## src/rtl/argmax_cmp2.sv

```systemverilog
// Two-way (index, value) compare used by the argmax scan. The b side wins only
// when it is strictly greater, so the lower-index a side keeps ties.
// ARGMAX_SIGNED_EN selects two's-complement comparison; default is unsigned.
module argmax_cmp2 #(
    parameter int WIDTH = 16,
    parameter int IDX_W = 2
) (
    input  logic [IDX_W-1:0] a_idx,
    input  logic [WIDTH-1:0] a_val,
    input  logic [IDX_W-1:0] b_idx,
    input  logic [WIDTH-1:0] b_val,
    output logic [IDX_W-1:0] win_idx,
    output logic [WIDTH-1:0] win_val
);

    logic b_gt;

`ifdef ARGMAX_SIGNED_EN
    assign b_gt = $signed(b_val) > $signed(a_val);
`else
    assign b_gt = b_val > a_val;
`endif

    assign win_idx = b_gt ? b_idx : a_idx;
    assign win_val = b_gt ? b_val : a_val;

endmodule

```

## src/rtl/argmax.sv

```systemverilog
// Registered argmax over N packed scores (element 0 in the LSBs), 1-cycle latency.
// Signed comparison when ARGMAX_SIGNED_EN is defined (see argmax_cmp2).
module argmax #(
    parameter  int N     = 4,
    parameter  int WIDTH = 16,
    localparam int IDX_W = $clog2(N)
) (
    input  logic               clk,
    input  logic               rst_n,
    input  logic               in_valid,
    input  logic [N*WIDTH-1:0] in_vec,
    output logic               out_valid,
    output logic [IDX_W-1:0]   max_index,
    output logic [WIDTH-1:0]   max_value
);

    logic [IDX_W-1:0] best_idx;
    logic [WIDTH-1:0] best_val;

    // Linear scan: stage i holds the best of elements 0..i. Indices only come
    // from genvar constants below N, so no unused code can ever appear.
    for (genvar i = 0; i < N; i++) begin : g_stage
        logic [IDX_W-1:0] stage_idx;
        logic [WIDTH-1:0] stage_val;

        if (i == 0) begin : g_first
            assign stage_idx = '0;
            assign stage_val = in_vec[0 +: WIDTH];
        end else begin : g_cmp
            argmax_cmp2 #(
                .WIDTH(WIDTH),
                .IDX_W(IDX_W)
            ) u_cmp (
                .a_idx  (g_stage[i-1].stage_idx),
                .a_val  (g_stage[i-1].stage_val),
                .b_idx  (IDX_W'(i)),
                .b_val  (in_vec[i*WIDTH +: WIDTH]),
                .win_idx(stage_idx),
                .win_val(stage_val)
            );
        end
    end

    assign best_idx = g_stage[N-1].stage_idx;
    assign best_val = g_stage[N-1].stage_val;

    // Result registers only load on valid input; otherwise they hold.
    always_ff @(posedge clk or negedge rst_n) begin
        if (!rst_n) begin
            out_valid <= 1'b0;
            max_index <= '0;
            max_value <= '0;
        end else begin
            out_valid <= in_valid;
            if (in_valid) begin
                max_index <= best_idx;
                max_value <= best_val;
            end
        end
    end

endmodule

```

## config.mk

```make
export PLATFORM = sky130hd
export DESIGN_NAME = argmax
export DESIGN_NICKNAME = d
export VERILOG_FILES = /design/src/rtl/argmax_cmp2.sv /design/src/rtl/argmax.sv
export SDC_FILE = /design/constraint.sdc
export NUM_CORES = 1
export LEC_CHECK = 0
export ABC_AREA = 1
export ABC_CLOCK_PERIOD_IN_PS = 850
export BUFFER_PORTS_ARGS = -buffer_cell sky130_fd_sc_hd__buf_4
export CAP_MARGIN = 20
export CORE_ASPECT_RATIO = 0.7
export CORE_MARGIN = 2
export CORE_UTILIZATION = 53
export CTS_CLUSTER_SIZE = 40
export DETAILED_ROUTE_END_ITERATION = 10
export GPL_TIMING_DRIVEN = 0
export MAX_ROUTING_LAYER = met4
export PLACE_DENSITY = 0.88
export SLEW_MARGIN = 25
export SYNTH_ARGS = -nofsm -noshare
export SYNTH_HDL_FRONTEND = slang
export SYNTH_SLANG_ARGS = --single-unit
export TNS_END_PERCENT = 30
```

## constraint.sdc

```tcl
create_clock -name clk -period 0.85 [get_ports clk]
set_clock_uncertainty 0.15 [all_clocks]
set_input_delay 0.1275 -clock clk [delete_from_list [all_inputs] [get_ports clk]]
set_output_delay 0.1275 -clock clk [all_outputs]
set_load 0.005 [all_outputs]
```

==> results of run 1 <==
[cell families after synthesis]
family / synth area share
AO/OA/AOI/OAI: 0.0860
adder cells (fa/ha/maj): 0.207
buffers and inverters: 0.114
flip-flops: 0.164
AND/OR/NAND/NOR: 0.429
[stage by stage]
| stage | worst slack, ns | utilization | TNS (ns) | cells |
|---|---|---|---|---|
| 3_5_place_dp | -3.94 | 0.708 | -70.05 | 578 |
| 3_3_place_gp | -3.80 | 0.708 | -67.66 | 578 |
| 2_1_floorplan | -3.26 | - | -58.15 | 421 |
| 4_1_cts | -3.32 | 0.935 | -62.79 | 618 |
[repair_timing]
action | in CTS
cloned | 6
buffers inserted | 28
resized for setup | 165
endpoints found under the setup margin | 37
hold buffers | 2
pin swaps | 51
hold endpoints to repair | 20
==> reports/metrics.yaml, run 1 <==
status: "stopped before the end"
haltStage: "global routing"
tool.error: "[ERROR DPL-0038] Utilization greater than 100%, impossible to legalize"
cts-buffers-inserted: 3
rows: 22
start_util: 0.551
cts_sinks: 19
synthCells: 421
synth_sequential_area_ratio: 0.164
clock-root-buffer: "clkbuf_8"
synth_area_leaders: "ha_1 (21%), dfrtp_1 (16%), nand2_1 (16%)"
die_w_um: 92.3
ys_ff_latch: 19
place.gp.congestion: 0.862
async_flop_share: 1.00
grt_max_degree: 20
dieHeight_um: 65.8
place_area_sq_um: 3720
boundaryPins: 86
htreeDepth: 1
synth_top_area_frac: 0.207
worst_endpoint_kind: "register input"
yosys_warnings: 0
syn_avg_cell_area_sq_um: 6.88
crit_endpoint: "max_value[0]$_DFFE_PN0P_/D"
syn-cell-area_sq_um: 2900
io_buffers: 85
synth_most_common_cell: "nand2_1"
synth_top_cells_by_count: "nand2_1 (125), inv_1 (53), ha_1 (48), nand3_1 (31), nand3_2 (20)"
synth.largest_area_cell: "ha_1"
clockBufferDepth: 2
syn_nets: 536
netlist-cell-type-count: 32
synth_edf_count: 0
dp_hpwl_um: 6370
ys.flop_type: "dfrtp_1"
==> run 2: changes to the inputs <==
- CORE_ASPECT_RATIO: 0.7 -> not set
- CORE_UTILIZATION: 53 -> 40
- CTS_CLUSTER_SIZE: 40 -> not set
- MAX_ROUTING_LAYER: met4 -> not set
- PLACE_DENSITY: 0.88 -> not set
- PLACE_DENSITY_LB_ADDON: not set -> 0.15
==> run 2 against run 1 <==
  * The flow now finishes, with violations (negative setup slack)
  * Synthesized cell count stayed put
  * Area after synthesis unchanged
==> reports/metrics.yaml, run 2 <==
boundaryPins: 86
synthCells: 421
wire_per_inst_um: 13.2
grt_use_total: 0.195
grt_max_degree: 20
synth_edf_count: 0
rsz0062_at_grt: "true"
drive_gt1_frac: 0.491
postLayoutCellArea_sq_um: 4740
start_util: 0.406
clock_latency_ns: 0.25
grt_pass1_wl_um: 12300
fin_ws_ns: -3.54
path_delay_family: "simple AND/OR/NAND/NOR gates"
status: "complete, but fails checks"
ir_drop_mv: 0.672
path_clk_slew_ns: 0.07
drt_wl_total_um: 8260
tightestPinTransition_ns: 0.794
drc_errors: 0
overflow: 0
required_ns: 0.85
synth.largest_area_cell: "ha_1"
io_buffers: 85
syn-cell-area_sq_um: 2900
violations: "negative setup slack"
place_area_sq_um: 3750
n_fill_cell: 617
cts_tree: "built"
synth_sequential_area_ratio: 0.164
vias_per_cell: 4.77
synth_top_cells_by_count: "nand2_1 (125), inv_1 (53), ha_1 (48), nand3_1 (31), nand3_2 (20)"
ys.flop_type: "dfrtp_1"
hold_slack_ns: 0.0135
synth_area_leaders: "ha_1 (21%), dfrtp_1 (16%), nand2_1 (16%)"
dr_total_vias: 2996
htreeDepth: 1
tns_ns: -66.31
path_buf_inv: 8
synth_most_common_cell: "nand2_1"
cp-start-kind: "input port"
clock-root-buffer: "clkbuf_8"
hold_viol: 0
top_register: "max_value"
crit_top_cell: "nand2_1"
dr.pass1.iters: 4
fin_crit_ns: 4.39
critPathSlowestCell: "nor4_4"
syn_nets: 536
netlist-cell-type-count: 32
setup_violations: 37
max_stage_delay_ns: 0.33
core_area_sq_um: 7140
syn2layout_area_growth_pct: 63.8
grt_pass1_vias: 2775
drv_slew: 0
async_flop_share: 1.00
die_w_um: 89.1
synth_top_area_frac: 0.207
p_leak_nw: 2.41
insertedDiodeCount: 0
cap_violations: 0
ant_nets: 0
largest_reg_flops: 16
clockBufferDepth: 2
nNetsFinal: 645
fin_crit_sh: 5.16
cts_sinks: 19
worst-path-max-fanout: 8
antenna_found_initial: 0
arrival_ns: 4.39
path_class: "input port to register"
final_cell_mix: "nand2_1 (104), buf_4 (74), inv_1 (43)"
top_regs: "max_value x16, max_index x2, out_valid x1"
die-area_sq_um: 7930
dieHeight_um: 89.1
clock.fmax_mhz: 228
powerDensity_nw_per_um2: 1610
syn_avg_cell_area_sq_um: 6.88
regArea_sq_um: 475
rows: 31
cts-buffers-inserted: 3
ys_ff_latch: 19
multi_input_area_sq_um: 2770
min_path_type: "input port to register"
first_iter_violations: 53
dp_hpwl_um: 6390
end_kind: "register"
final_common_cell: "nand2_1"
place.gp.congestion: 0.814
slew_headroom: 0.471
yosys_warnings: 0
## run 2: cell counts after synthesis
No cell type changed its count.
## run 2: kinds of logic (layout without fill, tap and decap cells)
| group | Yosys count | after routing | share of synthesized area |
|---|---|---|---|
| buffers and inverters | 75 | 182 | 0.114 |
| AO/OA/AOI/OAI | 47 | 47 | 0.0860 |
| AND/OR/NAND/NOR | 232 | 233 | 0.429 |
| adder cells (fa/ha/maj) | 48 | 48 | 0.207 |
| flip-flops | 19 | 19 | 0.164 |
## run 2: final timing paths
check / depth (start not counted) / end / start / slack (ns)
max: 34 / max_value[9] / in_vec[8] / -3.54
min: 5 / max_value[6] / in_vec[54] / 0.01
max reg2reg: 2 / max_index[0] / max_index[0] / -0.06
min reg2reg: 2 / max_value[9] / max_value[9] / 0.35
max in group asynchronous: 2 / max_value[6] / rst_n / 0.23
min in group asynchronous: 2 / out_valid / rst_n / 0.13
## run 2: power breakdown
group	internal, mW	switching [mW]	total (mW)
clock	0.333	0.279	0.612
sequential	1.19	0.199	1.38
combinational	2.90	2.73	5.63
## run 2: repair_timing
action | CTS | global route
endpoints found under the hold margin | 20 | 0
setup buffers | 7 | 4
setup endpoints to repair | 37 | 37
gates cloned | 0 | 6
pin swaps | 7 | 34
hold buffers | 2 | 0
resized for setup | 60 | 82
## run 2: worst register-to-register path, cell delays in order (launching register included)
cell,delay (ns)
dfrtp_1,0.40
nor2_1,0.18
a31oi_4,0.04
## run 2: cell type report
cell class,count,share of cell area
buffer,11,0.0285
clock buffer,4,0.00950
inverter,64,0.0520
multi-input combinational,328,0.585
sequential,19,0.100
tap,99,0.0261
timing repair buffer,103,0.199
## run 2: metal layers
| layer | wire, um | vias up | GRT usage |
|---|---|---|---|
| li1 | - | 1578 | - |
| met5 | 0 | - | 0 |
| met3 | 224 | 11 | 0.0102 |
| met4 | 149 | 0 | 0.0733 |
| met2 | 4310 | 53 | 0.343 |
| met1 | 3580 | 1354 | 0.250 |
## run 2: stage by stage
stage / worst slack [ns] / util / total power, mW / instances
after floorplan: -3.26 / - / 3.86 / 421
after global placement: -3.83 / 0.526 / 5.04 / 605
after detailed placement: -3.90 / 0.526 / 5.16 / 605
after CTS: -3.35 / 0.583 / 6.48 / 618
after global routing: -3.77 / 0.664 / 8.26 / 628
final: -3.54 / 0.664 / 7.63 / 628
Power figures use the tool's default switching activity.
==> run 3: changes to the inputs <==
- ABC_CLOCK_PERIOD_IN_PS: 850 -> 4100
- clock period: 0.85 -> 4.1 ns (I/O delays scaled with it)
==> run 3 against run 2 <==
  * The run still ends with negative setup slack left
  * Non-clock buffer count decreased by 5
  * Wire length decreased by 5.8%
  * Design area decreased by 8.7%
  * Clock-buffer cell count unchanged
  * Critical endpoint is now max_value[12]
  * Largest cell class unchanged
  * Largest power group unchanged
==> reports/metrics.yaml, run 3 (same netlist as run 2, synthesis figures left out) <==
status: "complete, but fails checks"
violations: "negative setup slack"
final_cell_mix: "nand2_1 (116), buf_4 (93), inv_1 (51)"
cts-buffers-inserted: 3
end_kind: "register"
grt_use_total: 0.190
slew_headroom: 0.595
drc_errors: 0
boundaryPins: 86
final_common_cell: "nand2_1"
clock-root-buffer: "clkbuf_8"
wire_per_inst_um: 12.5
die-area_sq_um: 7930
tightestPinTransition_ns: 0.608
dieHeight_um: 89.1
use_met1: 0.243
path_clk_slew_ns: 0.07
crit_top_cell: "nand2_1"
cp-start-kind: "input port"
drt_wl_total_um: 7780
top_regs: "max_value x16, max_index x2, out_valid x1"
use_met3: 0.0111
fin_crit_ns: 4.83
fin_crit_sh: 1.18
powerDensity_nw_per_um2: 325
ir_drop_mv: 0.116
busiest_layer: "met2"
place.gp.congestion: 0.814
antenna_found_initial: 0
path_buf_inv: 7
largest_reg_flops: 16
drv_slew: 0
insertedDiodeCount: 0
grt_pass1_vias: 2734
path_class: "input port to register"
place_area_sq_um: 3750
groute.layer.met2.usage: 0.337
cts_tree: "built"
finalNonFillerCells: 622
core_area_sq_um: 7140
htreeDepth: 1
clockBufferDepth: 2
io_buffers: 85
first_iter_violations: 43
die_w_um: 89.1
min_path_type: "input port to asynchronous set/reset pin"
nNetsFinal: 639
p_total_mw: 1.41
clock.fmax_mhz: 207
cap_violations: 0
path_delay_family: "simple AND/OR/NAND/NOR gates"
start_util: 0.406
cts_sinks: 19
hold_viol: 0
final_core_util: 0.607
rows: 31
dr.pass1.iters: 4
drive_gt1_frac: 0.419
grt_max_degree: 20
place_inst: 605
tns_ns: -12.30
top_register: "max_value"
max_stage_delay_ns: 0.30
overflow: 0
dr_total_vias: 2919
syn2layout_area_growth_pct: 49.6
clock_latency_ns: 0.25
rsz0062_at_grt: "true"
worst-path-max-fanout: 10
dp_hpwl_um: 6390
p_leak_nw: 2.34
fin_ws_ns: -0.725
postLayoutCellArea_sq_um: 4330
arrival_ns: 4.82
critPathSlowestCell: "ha_1"
vias_per_cell: 4.69
grt_pass1_wl_um: 12000
ant_nets: 0
required_ns: 4.10
setup_violations: 18
[run 3: cell count changes in the layout (fill, tap and decap cells not counted), moves of 9 or more]
cell / change
buf_6: -21
buf_4: +19
nand2_1: +12
ha_1: +9
ha_4: -9
[run 3: per-stage QoR]
stage	hold slack (ns)	worst slack, ns
after floorplan	0.169	-0.496
after global placement	0.315	-1.07
after detailed placement	0.317	-1.14
after CTS	0.0757	-0.672
after global routing	0.0864	-0.979
final	0.0684	-0.725
[run 3: worst paths after layout]
kind	cells after the start	endpoint	from	slack, ns
max in group asynchronous	1	max_value[6]	rst_n	3.54
min	1	max_value[2]	rst_n	0.07
min in group clk	2	max_value[9]	max_value[9]	0.33
max	32	max_value[12]	in_vec[8]	-0.73
max reg2reg	2	max_index[0]	max_index[0]	3.21
min reg2reg	2	max_value[9]	max_value[9]	0.33
[run 3: area by class of cell]
| type | instances | area (sq um) |
|---|---|---|
| timing repair buffer | 98 | 808 |
| inverter | 64 | 246 |
| multi-input combinational | 327 | 2500 |
| sequential | 19 | 475 |
| clock buffer | 4 | 45.0 |
| fill | 678 | 2810 |
| buffer | 11 | 131 |
| tap | 99 | 124 |
[run 3: where the power goes]
group / internal (mW) / switching [mW]
sequential: 0.245 / 0.0305
clock: 0.0690 / 0.0577
combinational: 0.500 / 0.503
total: 0.814 / 0.592
[run 3: worst reg2reg max path, cell delays in order (launching register included)]
cell,delay (ns)
dfrtp_1,0.39
nor2_1,0.18
a31oi_4,0.04
[run 3: layer usage]
metal | vias up | share of wire
met1 | 1283 | 0.44
met5 | - | 0
met3 | 10 | 0.031
met2 | 55 | 0.51
li1 | 1571 | -
met4 | 0 | 0.018
[run 3: timing repair]
item	CTS	global route
setup buffers	7	2
endpoints found under the setup margin	18	18
gates cloned	0	4
hold buffers	0	0
resized for setup	25	43
pin swaps	6	9
==> run 4: changes to the inputs <==
- BUFFER_PORTS_ARGS: -buffer_cell sky130_fd_sc_hd__buf_4 -> -buffer_cell sky130_fd_sc_hd__buf_2
==> run 4 against run 3 <==
  * The run still ends with negative setup slack left
  * Clock power hardly changed
  * Final cell count is 2.6% higher
  * Global-route usage about the same
  * Via count increased by 7.9%
  * Register-to-register slack gained 0.04 ns
  * Non-clock buffer count is 15 higher
  * Sequential power hardly changed
  * Design area grew 10%
  * Critical path type unchanged
  * Largest power group unchanged
  * Highest routed layer unchanged
==> reports/metrics.yaml, run 4 (same netlist as run 2, synthesis figures left out) <==
status: "complete, but fails checks"
violations: "negative setup slack"
slew_headroom: 0.573
path_buf_inv: 8
switching_share: 0.440
fin_ws_ns: -0.837
drt_wl_total_um: 9270
internal_power_mw: 0.869
r2r_slack_ns: 3.25
r2r_start: "max_index[1]"
grt_use_total: 0.190
io_buffers: 85
clock_latency_ns: 0.25
cap_violations: 0
min_path_type: "input port to asynchronous set/reset pin"
start_util: 0.406
hold_viol: 0
core_area_sq_um: 7140
ir_drop_mv: 0.131
pwr-share-comb: 0.740
drv_slew: 0
reg2reg_to: "max_index[1]"
boundaryPins: 86
grt_pass1_vias: 2778
drc_errors: 0
clock.fmax_mhz: 203
first_iter_violations: 90
wire_per_inst_um: 14.5
p_switching_mw: 0.682
cp-start-kind: "input port"
clockBufferDepth: 2
worst-path-max-fanout: 10
p_seq_frac: 0.177
setup_violations: 18
rows: 31
fin_crit_ns: 4.94
nNetsFinal: 655
antenna_found_initial: 0
tightestPinTransition_ns: 0.640
clock-root-buffer: "clkbuf_8"
path_delay_family: "simple AND/OR/NAND/NOR gates"
powerDensity_nw_per_um2: 325
drive_gt1_frac: 0.540
die-area_sq_um: 7930
dr_total_vias: 3149
htreeDepth: 1
largest_reg_flops: 16
place_area_sq_um: 3540
grt_max_degree: 20
die_w_um: 89.1
syn2layout_area_growth_pct: 64.8
overflow: 0
dr.pass1.iters: 4
rsz0062_at_grt: "true"
cts_tree: "built"
postLayoutCellArea_sq_um: 4770
final_common_cell: "nand2_1"
fin_crit_sh: 1.20
cts-buffers-inserted: 3
final_cell_mix: "nand2_1 (103), buf_2 (77), inv_1 (44)"
top_register: "max_value"
path_class: "input port to register"
place.gp.congestion: 0.791
max_stage_delay_ns: 0.31
top_regs: "max_value x16, max_index x2, out_valid x1"
p_leak_nw: 2.46
tns_ns: -14.34
end_kind: "register"
dp_slack_ns: -1.13
path_clk_slew_ns: 0.07
place_inst: 605
insertedDiodeCount: 0
finalNonFillerCells: 638
critPathSlowestCell: "ha_1"
dp_hpwl_um: 6340
p_clk_frac: 0.083
ff2ff_path_depth: 2
dieHeight_um: 89.1
cts_sinks: 19
required_ns: 4.10
grt_pass1_wl_um: 12100
ant_nets: 0
arrival_ns: 4.94
vias_per_cell: 4.94
==> run 4: changes by cell type in the layout (fill, tap and decap cells not counted), sizes merged <==
cell and change:
nand2 +1, buf +15, inv +1, clkinvlp -1, clkinv +1, clkbuf -1
==> run 4: what timing repair did <==
| item | 4_1_cts | 5_1_grt |
|---|---|---|
| resized for setup | 27 | 146 |
| setup endpoints to repair | 18 | 18 |
| gates cloned | 2 | 4 |
| pin swaps | 15 | 42 |
| endpoints found under the hold margin | 0 | 0 |
| hold buffers | 0 | 0 |
| buffers inserted | 10 | 13 |
==> run 4: worst reg2reg max path, cell delays in order, from the launching register on <==
cell and delay, ns:
dfrtp_1 0.40, nor2_1 0.12, a31oi_2 0.05
==> run 4: final cells by class <==
cell class / instances / area [sq um]
multi-input combinational: 328 / 2890
fill: 580 / 2360
timing repair buffer: 113 / 813
sequential: 19 / 475
inverter: 64 / 270
buffer: 11 / 153
tap: 99 / 124
clock buffer: 3 / 41.3
clock inverter: 1 / 5.00
==> run 4: worst max path at each step <==
stage | startpoint | endpoint | slack, ns | cells past startpoint
2_1_floorplan | in_vec[11] | max_value[7] | -0.50 | 33
3_3_place_gp | in_vec[11] | max_value[0] | -1.08 | 29
3_5_place_dp | in_vec[11] | max_value[0] | -1.13 | 32
4_1_cts | in_vec[14] | max_value[0] | -0.65 | 34
5_1_grt | in_vec[15] | max_value[0] | -1.07 | 33
6_report | in_vec[15] | max_value[14] | -0.84 | 32
==> run 4: power groups by stage <==
stage / clock network (mW) / logic (mW) / registers [mW]
2_1_floorplan: 0 / 0.517 / 0.283
3_3_place_gp: 0 / 0.721 / 0.275
3_5_place_dp: 0 / 0.742 / 0.278
4_1_cts: 0.132 / 0.806 / 0.275
5_1_grt: 0.137 / 1.25 / 0.280
6_report: 0.129 / 1.15 / 0.274
==> run 4: layer usage <==
layer | vias up | part of all wire | track usage
li1 | 1598 | - | -
met1 | 1456 | 0.41 | 0.240
met2 | 76 | 0.53 | 0.353
met3 | 19 | 0.034 | 0.0120
met4 | 0 | 0.026 | 0.0461
met5 | - | 0 | 0
==> run 4: stage by stage <==
step | hold WS, ns | power (mW) | utilization
after floorplan | 0.169 | 0.800 | -
after global placement | 0.309 | 0.996 | 0.496
after detailed placement | 0.311 | 1.02 | 0.496
after CTS | 0.147 | 1.21 | 0.538
after global routing | 0.171 | 1.67 | 0.669
final | 0.135 | 1.55 | 0.669
